===== src/rtl/decode_stage.sv =====
// rtl/decode_stage.sv - ID stage: instruction decode, writeback bypass, load-use stall and ID/EX register
module decode_stage (
  input  logic        cclk,
  input  logic        rst,
  input  logic        if_valid,
  input  logic [31:0] if_instr,
  input  logic [31:0] if_pc,
  output logic        if_ready,
  output logic [4:0]  read_reg_0,
  output logic [4:0]  read_reg_1,
  input  logic [31:0] reg0,
  input  logic [31:0] reg1,
  input  logic        wb_write,
  input  logic [4:0]  wb_reg,
  input  logic [31:0] wb_data,
  input  logic        flush,
  input  logic        ex_ready,
  output logic        ex_valid,
  output logic [31:0] ex_pc,
  output logic [31:0] ex_op_a,
  output logic [31:0] ex_op_b,
  output logic [31:0] ex_imm,
  output logic [4:0]  ex_dest,
  output logic        ex_reg_write,
  output logic        ex_mem_read,
  output logic        ex_mem_write,
  output logic        ex_alu_src,
  output logic [3:0]  ex_alu_ctrl,
  output logic        ex_illegal
);

  localparam logic [5:0] OP_RTYPE = 6'h00;
  localparam logic [5:0] OP_ADDI  = 6'h08;
  localparam logic [5:0] OP_ANDI  = 6'h0C;
  localparam logic [5:0] OP_ORI   = 6'h0D;
  localparam logic [5:0] OP_LW    = 6'h23;
  localparam logic [5:0] OP_SW    = 6'h2B;

  localparam logic [5:0] FN_ADD = 6'h20;
  localparam logic [5:0] FN_SUB = 6'h22;
  localparam logic [5:0] FN_AND = 6'h24;
  localparam logic [5:0] FN_OR  = 6'h25;
  localparam logic [5:0] FN_SLT = 6'h2A;

  localparam logic [3:0] ALU_AND = 4'd0;
  localparam logic [3:0] ALU_OR  = 4'd1;
  localparam logic [3:0] ALU_ADD = 4'd2;
  localparam logic [3:0] ALU_SUB = 4'd6;
  localparam logic [3:0] ALU_SLT = 4'd7;

  logic [5:0]  opcode;
  logic [5:0]  funct;
  logic [4:0]  rs;
  logic [4:0]  rt;
  logic [4:0]  rd;
  logic [15:0] imm16;
  logic [31:0] imm_sext;
  logic [31:0] imm_zext;

  assign opcode   = if_instr[31:26];
  assign rs       = if_instr[25:21];
  assign rt       = if_instr[20:16];
  assign rd       = if_instr[15:11];
  assign imm16    = if_instr[15:0];
  assign funct    = if_instr[5:0];
  assign imm_sext = {{16{imm16[15]}}, imm16};
  assign imm_zext = {16'd0, imm16};

  assign read_reg_0 = rs;
  assign read_reg_1 = rt;

  logic        dec_legal;
  logic        dec_writes;
  logic        dec_reg_write;
  logic        dec_mem_read;
  logic        dec_mem_write;
  logic        dec_alu_src;
  logic [3:0]  dec_alu_ctrl;
  logic [4:0]  dec_dest;
  logic [31:0] dec_imm;

  always_comb begin
    dec_legal     = 1'b0;
    dec_writes    = 1'b0;
    dec_mem_read  = 1'b0;
    dec_mem_write = 1'b0;
    dec_alu_src   = 1'b0;
    dec_alu_ctrl  = ALU_AND;
    dec_dest      = 5'd0;
    dec_imm       = 32'd0;
    case (opcode)
      OP_RTYPE: begin
        dec_legal  = 1'b1;
        dec_writes = 1'b1;
        dec_dest   = rd;
        case (funct)
          FN_ADD:  dec_alu_ctrl = ALU_ADD;
          FN_SUB:  dec_alu_ctrl = ALU_SUB;
          FN_AND:  dec_alu_ctrl = ALU_AND;
          FN_OR:   dec_alu_ctrl = ALU_OR;
          FN_SLT:  dec_alu_ctrl = ALU_SLT;
          default: dec_legal    = 1'b0;
        endcase
      end
      OP_ADDI: begin
        dec_legal    = 1'b1;
        dec_writes   = 1'b1;
        dec_alu_src  = 1'b1;
        dec_alu_ctrl = ALU_ADD;
        dec_dest     = rt;
        dec_imm      = imm_sext;
      end
      OP_ANDI: begin
        dec_legal    = 1'b1;
        dec_writes   = 1'b1;
        dec_alu_src  = 1'b1;
        dec_alu_ctrl = ALU_AND;
        dec_dest     = rt;
        dec_imm      = imm_zext;
      end
      OP_ORI: begin
        dec_legal    = 1'b1;
        dec_writes   = 1'b1;
        dec_alu_src  = 1'b1;
        dec_alu_ctrl = ALU_OR;
        dec_dest     = rt;
        dec_imm      = imm_zext;
      end
      OP_LW: begin
        dec_legal    = 1'b1;
        dec_writes   = 1'b1;
        dec_mem_read = 1'b1;
        dec_alu_src  = 1'b1;
        dec_alu_ctrl = ALU_ADD;
        dec_dest     = rt;
        dec_imm      = imm_sext;
      end
      OP_SW: begin
        dec_legal     = 1'b1;
        dec_mem_write = 1'b1;
        dec_alu_src   = 1'b1;
        dec_alu_ctrl  = ALU_ADD;
        dec_imm       = imm_sext;
      end
      default: dec_legal = 1'b0;
    endcase
    // Unsupported encodings still occupy a slot but must not touch state downstream.
    if (!dec_legal) begin
      dec_writes    = 1'b0;
      dec_mem_read  = 1'b0;
      dec_mem_write = 1'b0;
      dec_alu_src   = 1'b0;
      dec_alu_ctrl  = ALU_AND;
      dec_dest      = 5'd0;
      dec_imm       = 32'd0;
    end
  end

  assign dec_reg_write = dec_writes && (dec_dest != 5'd0);

  // Writeback happens in the same cycle as the register-file read, so forward it here.
  logic [31:0] op_a;
  logic [31:0] op_b;

  assign op_a = (rs == 5'd0) ? 32'd0 : ((wb_write && wb_reg == rs) ? wb_data : reg0);
  assign op_b = (rt == 5'd0) ? 32'd0 : ((wb_write && wb_reg == rt) ? wb_data : reg1);

  logic adv;
  logic uses_rt;
  logic stall;
  logic take;

  assign adv     = !ex_valid || ex_ready;
  assign uses_rt = (opcode == OP_RTYPE) || (opcode == OP_SW);
  assign stall   = ex_valid && ex_mem_read && (ex_dest != 5'd0) &&
                   ((ex_dest == rs) || ((ex_dest == rt) && uses_rt));
  assign take    = if_valid && !stall;

  assign if_ready = !rst && (flush || (adv && !stall));

  // Reset, flush and bubbles all collapse to an empty slot with every field cleared.
  always_ff @(posedge cclk) begin
    if (rst || flush || (adv && !take)) begin
      ex_valid     <= 1'b0;
      ex_pc        <= 32'd0;
      ex_op_a      <= 32'd0;
      ex_op_b      <= 32'd0;
      ex_imm       <= 32'd0;
      ex_dest      <= 5'd0;
      ex_reg_write <= 1'b0;
      ex_mem_read  <= 1'b0;
      ex_mem_write <= 1'b0;
      ex_alu_src   <= 1'b0;
      ex_alu_ctrl  <= 4'd0;
      ex_illegal   <= 1'b0;
    end else if (adv) begin
      ex_valid     <= 1'b1;
      ex_pc        <= if_pc;
      ex_op_a      <= op_a;
      ex_op_b      <= op_b;
      ex_imm       <= dec_imm;
      ex_dest      <= dec_dest;
      ex_reg_write <= dec_reg_write;
      ex_mem_read  <= dec_mem_read;
      ex_mem_write <= dec_mem_write;
      ex_alu_src   <= dec_alu_src;
      ex_alu_ctrl  <= dec_alu_ctrl;
      ex_illegal   <= !dec_legal;
    end
  end

endmodule


===== config.mk =====
export PLATFORM = sky130hd
export DESIGN_NAME = decode_stage
export DESIGN_NICKNAME = d
export VERILOG_FILES = /design/src/rtl/decode_stage.sv
export SDC_FILE = /design/constraint.sdc
export NUM_CORES = 1
export LEC_CHECK = 0
export ABC_AREA = 1
export CAP_MARGIN = 40
export CORE_AREA = 2 2 125 127
export DETAILED_ROUTE_END_ITERATION = 12
export DIE_AREA = 0 0 127 129
export DONT_BUFFER_PORTS = 1
export PLACE_DENSITY = 0.63
export SYNTH_ARGS = -nofsm -noshare
export SYNTH_HDL_FRONTEND = slang
export SYNTH_SLANG_ARGS = --single-unit

===== constraint.sdc =====
create_clock -name cclk -period 4.95 [get_ports cclk]
set_input_delay 0.99 -clock cclk [delete_from_list [all_inputs] [get_ports cclk]]
set_output_delay 0.99 -clock cclk [all_outputs]
set_load 0.03 [all_outputs]

==> results_dict.tcl, run 1 <==
set metrics [dict create \
    outcome "finished, final reports clean" \
    synth.avg_cell_area_um2 6.47 \
    rsz0062_at_grt "no" \
    layout_min_cycle_time_ns 3.15 \
    vias_per_cell 5.23 \
    setup_violations 0 \
    rrSetupSlack_ns 2.23 \
    cts_resized 0 \
    grt_pass1_vias 5538 \
    io_buffers 0 \
    detail_route.iter0.violations 410 \
    grt_usage 0.230 \
    clkLatencyLatePin_ns 0.41 \
    yosysWarnings 0 \
    root_buffer "clkbuf_16" \
    crit_path_max_fanout 6 \
    io_pins 325 \
    syn_to_final_growth_pct 9.86 \
    fin_nets 1107 \
    drv_slew 0 \
    antenna_found_initial 0 \
    gp_congestion 0.837 \
    cp.arrival_ns 2.16 \
    vias 5945 \
    drt_first_pass_iters 5 \
    max_freq_mhz 318 \
    synth_cell_types 32 \
    hold_start "ex_imm[1]" \
    hold_viol 0 \
    p_per_area_nw_per_um2 380 \
    clk_pin_slew_ns 0.06 \
    cts_tree "built" \
    dp.final_hpwl_mm 13.8 \
    crit_start "ex_dest[0]" \
    endpoint "if_ready" \
    fp.coreArea_um2 15000 \
    hold_class "register to register" \
    initial_core_util 0.426 \
    overflow 0 \
    rows 45 \
    grt_pass1_wl_mm 29.5 \
    crit_type "register to primary output" \
    cts_setup_buffers 0 \
    r2r-end "ex_alu_ctrl[0]" \
    r2r_start "ex_valid" \
    crit_path_end_kind "primary output" \
    tightest_slew_ns 0.904 \
    layout_common_cells "nand2_1 (312), dfxtp_1 (126), inv_1 (123), a21oi_1 (110), nor2_1 (92)" \
    synth_nets 1157 \
    r2r_cells 7 \
    remaining_drc_errors 0 \
    relSlewSlack 0.398 \
    drv_cap 0 \
    placed_cell_area_um2 6370 \
    setup_tns_ns 0 \
    diodes 0 \
    syn_inst 986 \
    ys_ff_latch 127 \
    grt_max_degree 85 \
    cts_buffers 17 \
    p_leak_uw 0.00330 \
    critical_path_required_ns 3.96 \
    final_common_cell "nand2_1" \
    layout-drive-gt1-share 0.0727 \
    timing.final.ws_setup_ns 1.80 \
    fin_cells 1137 \
    cts-htree-levels 4 \
    dp.cells 1105 \
    cts_hold_buf 0 \
    pre_cts_slack_ns 1.79 \
    cts_max_path_buffers 2 \
    vdd_drop_max_mv 0.226 \
    wire_per_inst_um 17.4 \
    routed_wl_mm 19.7 \
    ant_nets 0 \
    stdcell_area_um2 7010 \
    ys_seq_area_frac 0.398 \
    startpoint_type "register" \
    post-route-period-util 0.636 \
    fp.dieH_um 129 \
    fp.dieW_um 127 \
    fin_skew_ns 0.00622 \
    synth_area_um2 6380 \
    clock_sinks 127 \
    die_area_um2 16400 \
]
through the flow:
stage	util	power (uW)	hold slack [ns]
finish	0.468	2670	0.612
CTS	0.468	2700	0.617
detailed placement	0.426	1340	0.608
floorplan	-	1310	0.591
global route	0.468	2770	0.626
global placement	0.421	1340	0.603
power breakdown:
| group | switching, uW | internal, uW | leakage (uW) |
|---|---|---|---|
| registers | 73.0 | 1050 | 0.00103 |
| logic | 133 | 65.4 | 0.00196 |
| clock network | 473 | 874 | 0.000308 |
cell usage after synthesis:
cell,number,share of area
a221oi_2,1,0.0024
o21ai_1,3,0.0024
a22oi_1,2,0.0024
clkbuf_1,34,0.020
xnor2_1,4,0.0055
a21oi_2,10,0.014
buf_4,26,0.031
xor2_1,2,0.0027
conb_1,1,0.00059
nand2_4,1,0.0018
o31ai_1,1,0.0012
buf_2,17,0.013
nand3_2,1,0.0016
o21bai_1,1,0.0012
buf_1,1,0.00059
a21oi_1,112,0.088
nor2_1,93,0.055
buf_8,1,0.0024
dfxtp_1,127,0.40
nor3_1,2,0.0016
a221oi_1,3,0.0041
buf_6,3,0.0053
nor2_2,2,0.0020
inv_1,123,0.072
o22ai_1,2,0.0020
clkinv_1,1,0.00059
inv_2,3,0.0018
nand4_1,36,0.035
nand3_1,46,0.036
nand2_1,312,0.18
o21ai_0,14,0.011
nor2_4,1,0.0018
worst min-delay path by stage:
stage                              to  depth (start not counted)
after floorplan            ex_op_a[0]                          2
after global placement      ex_imm[9]                          2
after detailed placement  ex_op_a[13]                          2
after CTS                  ex_imm[11]                          2
after global routing         ex_pc[0]                          2
final                       ex_imm[1]                          2
per-layer routing:
layer / wire length (um) / GRT usage / vias up
met5: 0 / 0 / -
met1: 7910 / 0.268 / 2701
met2: 9370 / 0.381 / 254
li1: - / - / 2962
met3: 2030 / 0.0915 / 28
met4: 425 / 0.0899 / 0
logic make-up after synthesis:
logic type / count (synthesis) / synth area share
AOI/OAI and AO/OA: 149 / 0.128
xor gates and xnor gates: 6 / 0.00823
buffers and inverters: 209 / 0.147
DFF: 127 / 0.398
other: 1 / 0.000587
and+or+nand+nor: 494 / 0.318
layout make-up:
class / instances / area, um^2
clock buffer: 20 / 457
clock inverter: 12 / 181
fill: 1594 / 7960
inverter: 127 / 477
multi-input combinational: 650 / 2950
sequential: 127 / 2550
tap: 188 / 235
timing repair buffer: 13 / 163
worst max-delay path, cell delays in order, from the launching register on:
cell and delay, ns:
dfxtp_1 0.60, inv_1 0.11, o21ai_0 0.17, nor2_1 0.06
o21ai_1 0.08, o21ai_1 0.07, nand2_1 0.08, nand2_1 0.07
a21oi_1 0.51
sequential cells by signal, summed over array words and instances (netlist names), 3 cells and up:
register,flops
ex_alu_ctrl,3
ex_dest,5
ex_imm,17
ex_op_a,32
ex_op_b,32
ex_pc,32
Power figures use the tool's default switching activity.
==> run 2: changes to the inputs <==
CORE_AREA = 2 2 126 128   (was 2 2 125 127)
DIE_AREA = 0 0 128 130   (was 0 0 127 129)
PLACE_DENSITY = 0.64   (was 0.63)
clock period = 2.7 ns   (was 4.95 ns; I/O delays follow)
==> run 2 against run 1 <==
Effect of this change: combinational power rose by 85%; core utilization fell by 1.3 points; flip-flop and latch count did not move; total power rose by 80%; hold slack got worse by 0.35 ns; die area rose by 1.6%; clock power rose by 76%; sequential power rose by 84%.
==> results_dict.tcl, run 2 (synthesis gave the netlist of run 1 again) <==
set metrics [dict create \
    hold-path-cell-count 2 \
    vias 5998 \
    vdd_drop_max_mv 0.393 \
    cts_tree "built" \
    grt_pass1_wl_mm 29.1 \
    min_to "ex_pc[21]" \
    setup_tns_ns 0 \
    pre_cts_slack_ns 0.589 \
    post-route-period-util 0.935 \
    critical_path_required_ns 2.16 \
    crit_type "register to primary output" \
    cts_resized 0 \
    cts_hold_buf 0 \
    relSlewSlack 0.608 \
    routed_wl_mm 19.6 \
    timing.final.ws_setup_ns 0.176 \
    fin_nets 1109 \
    layout.area.seq_um2 2550 \
    overflow 0 \
    hold_start "if_pc[21]" \
    cts-htree-levels 4 \
    rrSetupSlack_ns 0.61 \
    clk_pin_slew_ns 0.06 \
    antenna_found_initial 0 \
    fp.dieW_um 128 \
    crit_slowest_cell "dfxtp_1" \
    ant_nets 0 \
    max_freq_mhz 396 \
    drv_slew 0 \
    layout-drive-gt1-share 0.0768 \
    diodes 0 \
    cp_top_family "flip-flops" \
    fp.coreArea_um2 15400 \
    stdcell_area_um2 7020 \
    placed_cell_area_um2 6410 \
    p_leak_uw 0.00330 \
    io_buffers 0 \
    final_common_cell "nand2_1" \
    fp.dieH_um 130 \
    clkLatencyLatePin_ns 0.41 \
    r2r_start "ex_dest[3]" \
    cp.arrival_ns 1.98 \
    vias_per_cell 5.25 \
    gp_congestion 0.902 \
    grt_usage 0.223 \
    cts_buffers 17 \
    cp_slowest_stage_delay_ns 0.60 \
    worstPathCellList "inv_1 > nand2_1 > o21ai_0 > nor2_1 > o21ai_1 > o21ai_1 > nand2_1 > nand2_1 > a21oi_1 > buf_4" \
    die_area_um2 16600 \
    dp.final_hpwl_mm 13.8 \
    cp_num_buf_inv 2 \
    hold_viol 0 \
    r2r-end "ex_op_a[31]" \
    cts_setup_buffers 0 \
    drt_first_pass_iters 5 \
    cts_max_path_buffers 2 \
    p_per_area_nw_per_um2 684 \
    fillers 1640 \
    initial_core_util 0.414 \
    grt_max_degree 124 \
    detail_route.iter0.violations 364 \
    rows 46 \
    cp_common_cell "nand2_1" \
    remaining_drc_errors 0 \
    crit_path_max_fanout 5 \
    tightest_slew_ns 0.588 \
    top_regs "ex_op_a (32), ex_op_b (32), ex_pc (32)" \
    layout_common_cells "nand2_1 (312), dfxtp_1 (125), inv_1 (123), a21oi_1 (110), nor2_1 (92)" \
    setup_violations 0 \
    grt_pass1_vias 5506 \
    crit_path_end_kind "primary output" \
    rsz0062_at_grt "no" \
    io_pins 325 \
    startpoint_type "register" \
    drv_cap 0 \
    outcome "finished, final reports clean" \
    multi_input_comb_area_um2 2950 \
    hold_class "primary input to register" \
    fin_skew_ns 0.00703 \
    clock_sinks 127 \
    root_buffer "clkbuf_16" \
    syn_to_final_growth_pct 9.96 \
    layout_min_cycle_time_ns 2.52 \
    wire_per_inst_um 17.2 \
    r2r_cells 12 \
]
run 2: area by class of cell:
class | count | share of cell area
multi-input combinational | 650 | 0.421
sequential | 127 | 0.363
inverter | 127 | 0.0679
clock buffer | 18 | 0.0626
tap | 192 | 0.0342
timing repair buffer | 15 | 0.0271
clock inverter | 14 | 0.0244
run 2: per-layer routing:
| metal | global-route usage | vias to the layer above | share of wire |
|---|---|---|---|
| li1 | - | 2972 | - |
| met1 | 0.248 | 2734 | 0.39 |
| met2 | 0.383 | 261 | 0.49 |
| met3 | 0.0861 | 31 | 0.10 |
| met4 | 0.0911 | 0 | 0.025 |
| met5 | 0 | - | 0 |
run 2: where the power goes:
group / total, uW / internal (uW) / switching, uW
clock network: 2380 / 1420 / 960
registers: 2060 / 1920 / 134
logic: 366 / 123 / 243
run 2: worst max path at each step:
stage | start | end | slack, ns | depth (start not counted)
final | ex_dest[3] | if_ready | 0.18 | 10
after global routing | ex_dest[3] | if_ready | 0.02 | 10
after CTS | ex_dest[3] | if_ready | 0.16 | 10
after detailed placement | if_instr[28] | if_ready | 0.59 | 9
after global placement | if_instr[27] | ex_imm[6] | 0.54 | 8
after floorplan | ex_ready | if_ready | 0.60 | 5
run 2: per-stage QoR:
step	instances	utilization	power [uW]	hold slack, ns
2_1_floorplan	986	-	2400	0.591
3_3_place_gp	1109	0.413	2460	0.559
3_5_place_dp	1111	0.415	2460	0.570
4_1_cts	1143	0.455	4850	0.246
5_1_grt	1143	0.455	4980	0.248
6_report	1143	0.455	4800	0.263
